$ cat src/rtl/uart_rx_ctrl.sv
// uart_rx_ctrl: UART receive controller with a frame FSM, 3-sample majority vote,
// LSB-first deserializer and parity/stop checking.
// Ports: clk/rst_n (async active-low); RX_IN serial line (idle high); Prescale clocks per bit;
// PAR_EN/PAR_TYP parity enable and type (0 even, 1 odd); edge_cnt/bit_cnt from the external
// edge/bit counter; cnt_enable drives that counter; P_DATA last good word; data_valid,
// par_err, stp_err are 1-cycle result strobes.
module uart_rx_ctrl #(
    parameter int DATA_WIDTH  = 8,
    parameter int PRESC_WIDTH = 6
) (
    input  logic                   clk,
    input  logic                   rst_n,
    input  logic                   RX_IN,
    input  logic [PRESC_WIDTH-1:0] Prescale,
    input  logic                   PAR_EN,
    input  logic                   PAR_TYP,
    input  logic [4:0]             edge_cnt,
    input  logic [3:0]             bit_cnt,
    output logic                   cnt_enable,
    output logic [DATA_WIDTH-1:0]  P_DATA,
    output logic                   data_valid,
    output logic                   par_err,
    output logic                   stp_err
);
    typedef enum logic [2:0] {IDLE, START, DATA, PARITY, STOP} state_t;
    state_t                state;
    logic [DATA_WIDTH-1:0] shreg;
    logic                  s0, s1, s2, perr;
    logic [5:0]            mid, ec;
    logic                  dec, bitv;
    assign mid        = 6'(Prescale >> 1);
    assign ec         = {1'b0, edge_cnt};
    assign dec        = ec == mid + 6'd2;
    assign bitv       = (s0 & s1) | (s1 & s2) | (s0 & s2);
    // The counter is held clear whenever the FSM is idle, so each start edge resynchronises it.
    assign cnt_enable = state != IDLE;
    always_ff @(posedge clk or negedge rst_n) begin
        if (!rst_n) begin
            state      <= IDLE;
            shreg      <= '0;
            s0         <= 1'b0;
            s1         <= 1'b0;
            s2         <= 1'b0;
            perr       <= 1'b0;
            P_DATA     <= '0;
            data_valid <= 1'b0;
            par_err    <= 1'b0;
            stp_err    <= 1'b0;
        end else begin
            data_valid <= 1'b0;
            par_err    <= 1'b0;
            stp_err    <= 1'b0;
            if (state != IDLE) begin
                if (ec == mid - 6'd1) s0 <= RX_IN;
                if (ec == mid) s1 <= RX_IN;
                if (ec == mid + 6'd1) s2 <= RX_IN;
            end
            case (state)
                IDLE: if (!RX_IN) begin
                    state <= START;
                    perr  <= 1'b0;
                end
                START: state <= (dec && bitv) ? IDLE : (bit_cnt == 4'd1) ? DATA : START;
                DATA: begin
                    if (dec) shreg <= {bitv, shreg[DATA_WIDTH-1:1]};
                    if (bit_cnt == 4'(DATA_WIDTH + 1)) state <= PAR_EN ? PARITY : STOP;
                end
                PARITY: begin
                    if (dec) perr <= bitv != (^shreg ^ PAR_TYP);
                    if (bit_cnt == 4'(DATA_WIDTH + 2)) state <= STOP;
                end
                STOP: if (dec) begin
                    state <= IDLE;
                    if (perr) par_err <= 1'b1;
                    else if (!bitv) stp_err <= 1'b1;
                    else begin
                        P_DATA     <= shreg;
                        data_valid <= 1'b1;
                    end
                end
                default: state <= IDLE;
            endcase
        end
    end
endmodule

$ cat config.mk
export PLATFORM = sky130hd
export DESIGN_NAME = uart_rx_ctrl
export DESIGN_NICKNAME = d
export VERILOG_FILES = /design/src/rtl/uart_rx_ctrl.sv
export SDC_FILE = /design/constraint.sdc
export NUM_CORES = 1
export LEC_CHECK = 0
export CAP_MARGIN = 30
export CORE_MARGIN = 8
export CORE_UTILIZATION = 45
export DETAILED_ROUTE_END_ITERATION = 7
export PLACE_DENSITY = 0.68
export SLEW_MARGIN = 10
export SYNTH_ARGS = -nofsm -noshare
export SYNTH_HDL_FRONTEND = slang
export SYNTH_SLANG_ARGS = --single-unit
$ cat constraint.sdc
create_clock -name clk -period 3.84 [get_ports clk]
set_input_delay 0.768 -clock clk [delete_from_list [all_inputs] [get_ports clk]]
set_output_delay 0.768 -clock clk [all_outputs]
set_load 0.05 [all_outputs]
==> flow_summary.ini, run 1 <==
[status]
status = completed

[yosys]
synthCells = 144
synthArstFlopShare_pct = 100
synth-edff-count = 0
yosys_warnings = 0
syn_nets = 169
avgSynthCellArea_um2 = 11.0
ys_seq_elements = 26
synth_seq_area_share_pct = 40.9
synth_cell_type_count = 42
synthFlopType = dfrtp_1
netlist_area_mm2 = 0.00159

[drt]
postRouteAntennaNets = 0
drc = 0
vias = 1182
dr.pass1.iters = 5
routed_wl_um = 3240
viasPerCell = 5.37
wl_per_cell_um = 14.7
drt-initial-drc-count = 60

[setup_path]
crit_type = in -> reg
path_cells = clkdlybuf4s50_1 > inv_1 > ha_1 > xnor2_1 > nand4_1 > nor3_4 > nand3_4 > mux2_2
r2r_slack_ps = 2120
max_stage_delay_ps = 650
critPathBufInv = 2
cp_max_fo = 9
cp-end-kind = register
startpoint = Prescale[3]
required_ps = 4060
r2r-start = s2
arrival_ps = 3180
crit_path_start_kind = primary input
crit_family = buffers and inverters
cp_slowest_cell = clkdlybuf4s50_1

[pwr]
switching_share_pct = 34.3
p_switching_w = 0.000244
p_int_w = 0.000468
pwr-share-clk_pct = 18.9
power_frac_seq_pct = 47.5
power_leakage_nw = 0.860
cellPowerDensity_mw_per_mm2 = 360
ir_drop_uv = 214
p_comb_share_pct = 33.6

[clocking]
cts_root_buf = clkbuf_4
clk-insertion-delay-late_ps = 320
cts_sinks = 26
cts_tree = yes
cts.path.max_buffers = 2
holdBufCountCts = 0
htreeDepth = 1
clkSlewWorstSetupHoldPaths_ps = 130
cts.repair.resized = 0
numCtsBuffers = 3
cts_setup_buffers = 0

[timing]
rsz0062_at_grt = no
drv_slew = 0
setup_viol = 0
worst_pin_slew_ps = 614
fin_crit_ps = 2970
hold_slack_ps = 519
max_freq_mhz = 337
hold_viol_final = 0
fin_setup_tns_ps = 0
fin_crit_sh_pct = 77.2
setup_ws_ps = 875
slew_headroom_pct = 58.9
skew_ps = 1.55

[place]
dpl.hpwl_um = 2540
portBuffers = 30
place.gp.congestion = 0.859
place_ws_ps = 537

[final_layout]
layout-drive-gt1-share_pct = 19.5
fill_cells = 320
synthToLayoutAreaGrowth_pct = 24.3
diodes = 0
final_cell_mix = 30 x clkdlybuf4s50_1, 26 x dfrtp_1, 19 x mux2_2, 15 x xnor2_1, 8 x nor2_1
mostFrequentLayoutCell = clkdlybuf4s50_1
nets = 200

[global_route]
grt_max_degree = 15
grtUsageTotal_pct = 12.3
use_met1_pct = 14.7
first_global_vias = 1197
grtUsageMet3_pct = 4.34
grtUsageMet2_pct = 20.6
top_usage_layer = met2
antenna_found_initial = 0
grt_pass1_wl_um = 5520
grt_overflow_total = 0

[floorplanning]
fp.dieH_um = 75.4
die_area_mm2 = 0.00569
num_io_pins = 32
die_w_um = 75.4
core_mm2 = 0.00336
start_util_pct = 47.2
std_cell_rows = 21

[min_path]
hold_class = reg -> reg
hold_path_startpoint = P_DATA[0]

[job]
cap_violations = 0
==> cell type report <==
type | count | area (um2) | share of cell area (%)
flip-flops and latches | 26 | 651 | 32.9
multi-input cells | 107 | 893 | 45.2
repair buffers | 31 | 315 | 16.0
inverters | 6 | 22.5 | 1.14
well taps | 46 | 57.6 | 2.91
clock buffers | 4 | 36.3 | 1.84
==> metrics by stage <==
| stage | util, % | power [W] | instance area [um2] | cells |
|---|---|---|---|---|
| after global routing | 58.7 | 0.000757 | 1980 | 220 |
| after global placement | 57.2 | 0.000576 | 1920 | 215 |
| final | 58.7 | 0.000711 | 1980 | 220 |
| after floorplan | - | 0.000510 | 1590 | 144 |
| after detailed placement | 57.7 | 0.000582 | 1940 | 216 |
| after CTS | 58.7 | 0.000720 | 1980 | 220 |
==> final timing paths <==
path	to	cells after the start
setup / recovery	P_DATA[5]	8
setup reg to reg	state[0]	3
hold reg to reg	P_DATA[0]	1
hold / removal	P_DATA[0]	1
max in group asynchronous	P_DATA[7]	2
min in group asynchronous	state[1]	1
==> routing by layer <==
layer,up-vias,share of wire (%)
met3,7,6.6
met2,31,48
met4,0,0.89
met5,-,0
met1,569,45
li1,575,-
==> cell families after synthesis <==
| kind of cell | Yosys count | share of synthesized area [%] |
|---|---|---|
| AO/OA/AOI/OAI | 20 | 9.84 |
| flip-flops | 26 | 40.9 |
| multiplexers | 20 | 14.1 |
| AND/OR/NAND/NOR | 41 | 15.7 |
| adder cells (fa/ha/maj) | 6 | 4.57 |
| buffers and inverters | 11 | 2.83 |
| XOR/XNOR | 20 | 12.0 |
==> power groups by stage <==
stage	clock network (W)	registers, W	logic [W]
2_1_floorplan	0	0.000319	0.000191
3_3_place_gp	0	0.000342	0.000233
3_5_place_dp	0	0.000343	0.000239
4_1_cts	0.000143	0.000338	0.000240
5_1_grt	0.000149	0.000345	0.000263
6_report	0.000135	0.000338	0.000239
==> synth_stat cells, types with 3 or more instances <==
cell type  number  area, um2
clkbuf_1        4       15.0
dfrtp_1        26        651
ha_1            5       62.6
inv_1           6       22.5
mux2_2         19        214
nand2_1         6       22.5
nand2b_1        7       43.8
nand3_1         5       25.0
nor2_1          8       30.0
xnor2_1        15        131
xor2_1          3       26.3
==> state kept, by name, summed over array words and instances (netlist names) <==
| register | flops |
|---|---|
| par_err | 1 |
| s0 | 1 |
| stp_err | 1 |
| perr | 1 |
| state | 3 |
| s1 | 1 |
| shreg | 8 |
| P_DATA | 8 |
| s2 | 1 |
| data_valid | 1 |
Power figures use the tool's default switching activity.
==> run 2, diff against run 1 <==
--- a/config.mk
+++ b/config.mk
@@ -9,7 +9,7 @@
 export CORE_MARGIN = 8
 export CORE_UTILIZATION = 45
 export DETAILED_ROUTE_END_ITERATION = 7
-export PLACE_DENSITY = 0.68
+export PLACE_DENSITY = 0.71
 export SLEW_MARGIN = 10
 export SYNTH_ARGS = -nofsm -noshare
 export SYNTH_HDL_FRONTEND = slang
==> constraint.sdc (replaced) <==
create_clock -name clk -period 2.6 [get_ports clk]
set_input_delay 0.52 -clock clk [delete_from_list [all_inputs] [get_ports clk]]
set_output_delay 0.52 -clock clk [all_outputs]
set_load 0.05 [all_outputs]
==> flow_summary.ini, run 2 (synthesis results as in run 1) <==
[global_route]
grt_max_degree = 27
grt_overflow_total = 0
antenna_found_initial = 0
first_global_vias = 1275
grt_pass1_wl_um = 5730
grtUsageTotal_pct = 12.8

[pwr]
ir_drop_uv = 254
power_leakage_nw = 0.925
cellPowerDensity_mw_per_mm2 = 519

[setup_path]
cp_max_fo = 8
crit_type = in -> reg
cp-end-kind = register
critPathBufInv = 2
path_cells = clkdlybuf4s50_1 > inv_1 > ha_1 > xnor2_1 > nand4_1 > nor3_4 > nand3_4 > mux2_2
required_ps = 2820
cp_slowest_cell = clkdlybuf4s50_1
max_stage_delay_ps = 540
arrival_ps = 2650
crit_path_start_kind = primary input
startpoint = Prescale[2]
crit_family = simple AND/OR/NAND/NOR gates
r2r-start = s1

[timing]
hold_viol_final = 0
setup_viol = 0
rsz0062_at_grt = no
fin_crit_sh_pct = 93.7
slew_headroom_pct = 66.2
max_freq_mhz = 411
worst_pin_slew_ps = 505
fin_crit_ps = 2440
skew_ps = 1.40
drv_slew = 0
hold_slack_ps = 519

[floorplanning]
std_cell_rows = 21
fp.dieH_um = 75.4
core_mm2 = 0.00336
die_area_mm2 = 0.00569
num_io_pins = 32
start_util_pct = 47.2
die_w_um = 75.4

[place]
place.gp.congestion = 0.867
dpl.hpwl_um = 2610
portBuffers = 30

[final_layout]
diodes = 0
fill_cells = 299
nets = 213
mostFrequentLayoutCell = clkdlybuf4s50_1
multi_input_area_um2 = 893
fin_util_pct = 61.5
layout-drive-gt1-share_pct = 25.1
synthToLayoutAreaGrowth_pct = 30.2
final_cell_mix = 29 x clkdlybuf4s50_1, 26 x dfrtp_1, 19 x mux2_2, 15 x xnor2_1, 14 x buf_4
reg_top3 = P_DATA: 8 flops, shreg: 8 flops, state: 3 flops
seq_area_um2 = 651

[job]
cap_violations = 0

[clocking]
clk-insertion-delay-late_ps = 310
cts_sinks = 26
cts_setup_buffers = 0
cts_tree = yes
cts_root_buf = clkbuf_4
htreeDepth = 1
cts.path.max_buffers = 2
clkSlewWorstSetupHoldPaths_ps = 130
numCtsBuffers = 3

[drt]
wl_per_cell_um = 13.9
drt-initial-drc-count = 66
postRouteAntennaNets = 0
viasPerCell = 5.34
drc = 0
dr.pass1.iters = 4
vias = 1244
routed_wl_um = 3240

[min_path]
hold_class = reg -> reg
hold_path_startpoint = P_DATA[3]

[status]
status = completed
-- run 2: repair_timing --
action / 4_1_cts / 5_1_grt
setup endpoints to repair: 0 / 1
gates resized for setup: 0 / 1
hold buffers: 0 / 0
-- run 2: stage by stage --
| step | TNS (ps) | power, W | setup slack (ps) | std cells | area (um2) |
|---|---|---|---|---|---|
| final | 0 | 0.00107 | 165 | 233 | 2070 |
| after global routing | 0 | 0.00115 | 70.3 | 233 | 2070 |
| after CTS | 0 | 0.00109 | 39.1 | 233 | 2070 |
| after detailed placement | -2680 | 0.000886 | -190 | 229 | 2030 |
| after global placement | -1740 | 0.000876 | -128 | 229 | 2030 |
| after floorplan | 0 | 0.000753 | 263 | 144 | 1590 |
-- run 2: worst reg2reg max path: stages (launching register included) --
cell,delay (ps)
dfrtp_1,410
maj3_1,500
a2111o_1,460
a311oi_1,270
-- run 2: report_power, final --
| group | switching [W] | leakage, nW | internal [W] |
|---|---|---|---|
| Combinational | 0.000213 | 0.550 | 0.000177 |
| Sequential | 0.0000400 | 0.354 | 0.000448 |
| Clock | 0.000110 | 0.0210 | 0.0000856 |
| Total | 0.000363 | 0.925 | 0.000711 |
-- run 2: path summary, 6_finish.rpt --
check                             to  slack (ps)  cells after the start
max reg2reg                 state[0]         880                      3
max                        P_DATA[7]         160                      8
min in group asynchronous   state[2]         550                      2
min                        P_DATA[3]         520                      1
min reg2reg                P_DATA[3]         520                      1
max in group asynchronous  P_DATA[7]        1810                      2
-- run 2: per-layer routing --
metal | track usage [%] | up-vias | share of wire, %
met5 | 0 | - | 0
met4 | 3.20 | 0 | 0.71
met3 | 4.21 | 4 | 7.4
met2 | 21.1 | 36 | 48
met1 | 15.7 | 598 | 44
li1 | - | 606 | -
-- run 2: area by class of cell --
class                           count  share of cell area [%]
Tap cell                           46                    2.78
Inverter                            6                    1.09
Multi-Input combinational cell    107                    43.2
Timing Repair Buffer               44                    19.7
Sequential cell                    26                    31.5
Clock buffer                        4                    1.75
==> run 3, diff against run 2 <==
--- a/config.mk
+++ b/config.mk
@@ -5,8 +5,8 @@
 export SDC_FILE = /design/constraint.sdc
 export NUM_CORES = 1
 export LEC_CHECK = 0
-export CAP_MARGIN = 30
-export CORE_MARGIN = 8
+export CAP_MARGIN = 15
+export CORE_MARGIN = 2
 export CORE_UTILIZATION = 45
 export DETAILED_ROUTE_END_ITERATION = 7
 export PLACE_DENSITY = 0.71
==> flow_summary.ini, run 3 (synthesis results as in run 1) <==
[clocking]
holdBufCountCts = 0
cts_tree = yes
clkSlewWorstSetupHoldPaths_ps = 130
htreeDepth = 1
clk-insertion-delay-late_ps = 320
cts_sinks = 26
cts.path.max_buffers = 2
cts_setup_buffers = 0
cts_root_buf = clkbuf_4
numCtsBuffers = 3

[timing]
fin_setup_tns_ps = 0
fin_crit_sh_pct = 92.2
worst_pin_slew_ps = 500
hold_viol_final = 0
max_freq_mhz = 417
slew_headroom_pct = 66.6
drv_slew = 0
rsz0062_at_grt = no
skew_ps = 5.69
hold_slack_ps = 519
setup_viol = 0
fin_crit_ps = 2400

[job]
cap_violations = 0

[setup_path]
r2r_cells = 3
cp_max_fo = 8
required_ps = 2820
cp-end-kind = register
max_stage_delay_ps = 520
cp_slowest_cell = clkdlybuf4s50_1
path_cells = clkdlybuf4s50_1 > inv_1 > ha_1 > xnor2_1 > nand4_1 > nor3_4 > nand3_4 > mux2_2
crit_type = in -> reg
critPathBufInv = 2
r2r-start = s2
crit_family = simple AND/OR/NAND/NOR gates
r2r_slack_ps = 900
crit_path_start_kind = primary input
arrival_ps = 2620
r2r-end = state[0]
startpoint = Prescale[3]

[floorplanning]
std_cell_rows = 21
core_mm2 = 0.00336
num_io_pins = 32
die_area_mm2 = 0.00402
start_util_pct = 47.2
die_w_um = 63.4
fp.dieH_um = 63.4

[min_path]
hold_path_depth = 1
hold_end = P_DATA[2]
hold_path_startpoint = P_DATA[2]
hold_class = reg -> reg

[drt]
wl_per_cell_um = 13.4
routed_wl_um = 3150
viasPerCell = 5.31
drc = 0
drt-initial-drc-count = 60
vias = 1242
postRouteAntennaNets = 0
dr.pass1.iters = 4

[final_layout]
reg_top3 = P_DATA: 8 flops, shreg: 8 flops, state: 3 flops
synthToLayoutAreaGrowth_pct = 30.6
design_area_mm2 = 0.00208
multi_input_area_um2 = 893
seq_area_um2 = 651
fill_cells = 313
final_cell_mix = 29 x clkdlybuf4s50_1, 26 x dfrtp_1, 19 x mux2_2, 15 x xnor2_1, 15 x buf_4
mostFrequentLayoutCell = clkdlybuf4s50_1
nets = 214
layout-drive-gt1-share_pct = 25.5
diodes = 0

[global_route]
grt_overflow_total = 0
grt_max_degree = 27
grtUsageTotal_pct = 17.1
grt_pass1_wl_um = 5550
antenna_found_initial = 0
first_global_vias = 1269

[place]
place.gp.congestion = 0.917
place_area_mm2 = 0.00204
dpl.hpwl_um = 2510
portBuffers = 30

[status]
status = completed

[pwr]
power_w = 0.00108
cellPowerDensity_mw_per_mm2 = 521
ir_drop_uv = 392
power_leakage_nw = 0.930
[run 3: cell types whose count changed in the layout (fill, tap and decap cells not counted)]
| cell | previous run | this run |
|---|---|---|
| buf_4 | 14 | 15 |
[run 3: power breakdown]
| group | leakage [nW] | internal, W | switching [W] |
|---|---|---|---|
| registers | 0.354 | 0.000448 | 0.0000404 |
| logic | 0.555 | 0.000177 | 0.000213 |
| clock network | 0.0210 | 0.0000857 | 0.000118 |
[run 3: worst max path at each step]
stage | cells after the start | end
final | 8 | P_DATA[4]
after global placement | 8 | P_DATA[6]
after floorplan | 8 | P_DATA[0]
after detailed placement | 8 | P_DATA[4]
after CTS | 3 | cnt_enable
after global routing | 8 | P_DATA[4]
[run 3: area by class of cell]
class	count	area share [%]
Timing Repair Buffer	45	20.0
Inverter	6	1.08
Sequential cell	26	31.3
Clock buffer	4	1.75
Multi-Input combinational cell	107	43.0
Tap cell	46	2.77
[run 3: worst reg2reg max path: stages (launching register included)]
cell,delay (ps)
dfrtp_1,400
maj3_1,500
a2111o_1,450
a311oi_1,270
[run 3: repair_timing]
action | 4_1_cts | 5_1_grt
hold endpoints to repair | 0 | 0
gates resized for setup | 0 | 1
setup endpoints to repair | 0 | 1
[run 3: routing by layer]
| layer | routed length (um) | track usage [%] |
|---|---|---|
| met5 | 0 | 0 |
| met4 | 33 | 5.71 |
| met3 | 207 | 5.71 |
| met2 | 1490 | 27.4 |
| met1 | 1410 | 21.6 |
[run 3: per-stage QoR]
step | setup WS [ps] | util, % | cells
after floorplan | 263 | - | 144
after global placement | -58.7 | 60.6 | 230
after detailed placement | -172 | 60.6 | 230
after CTS | 6.76 | 61.6 | 234
after global routing | 55.5 | 61.7 | 234
final | 204 | 61.7 | 234
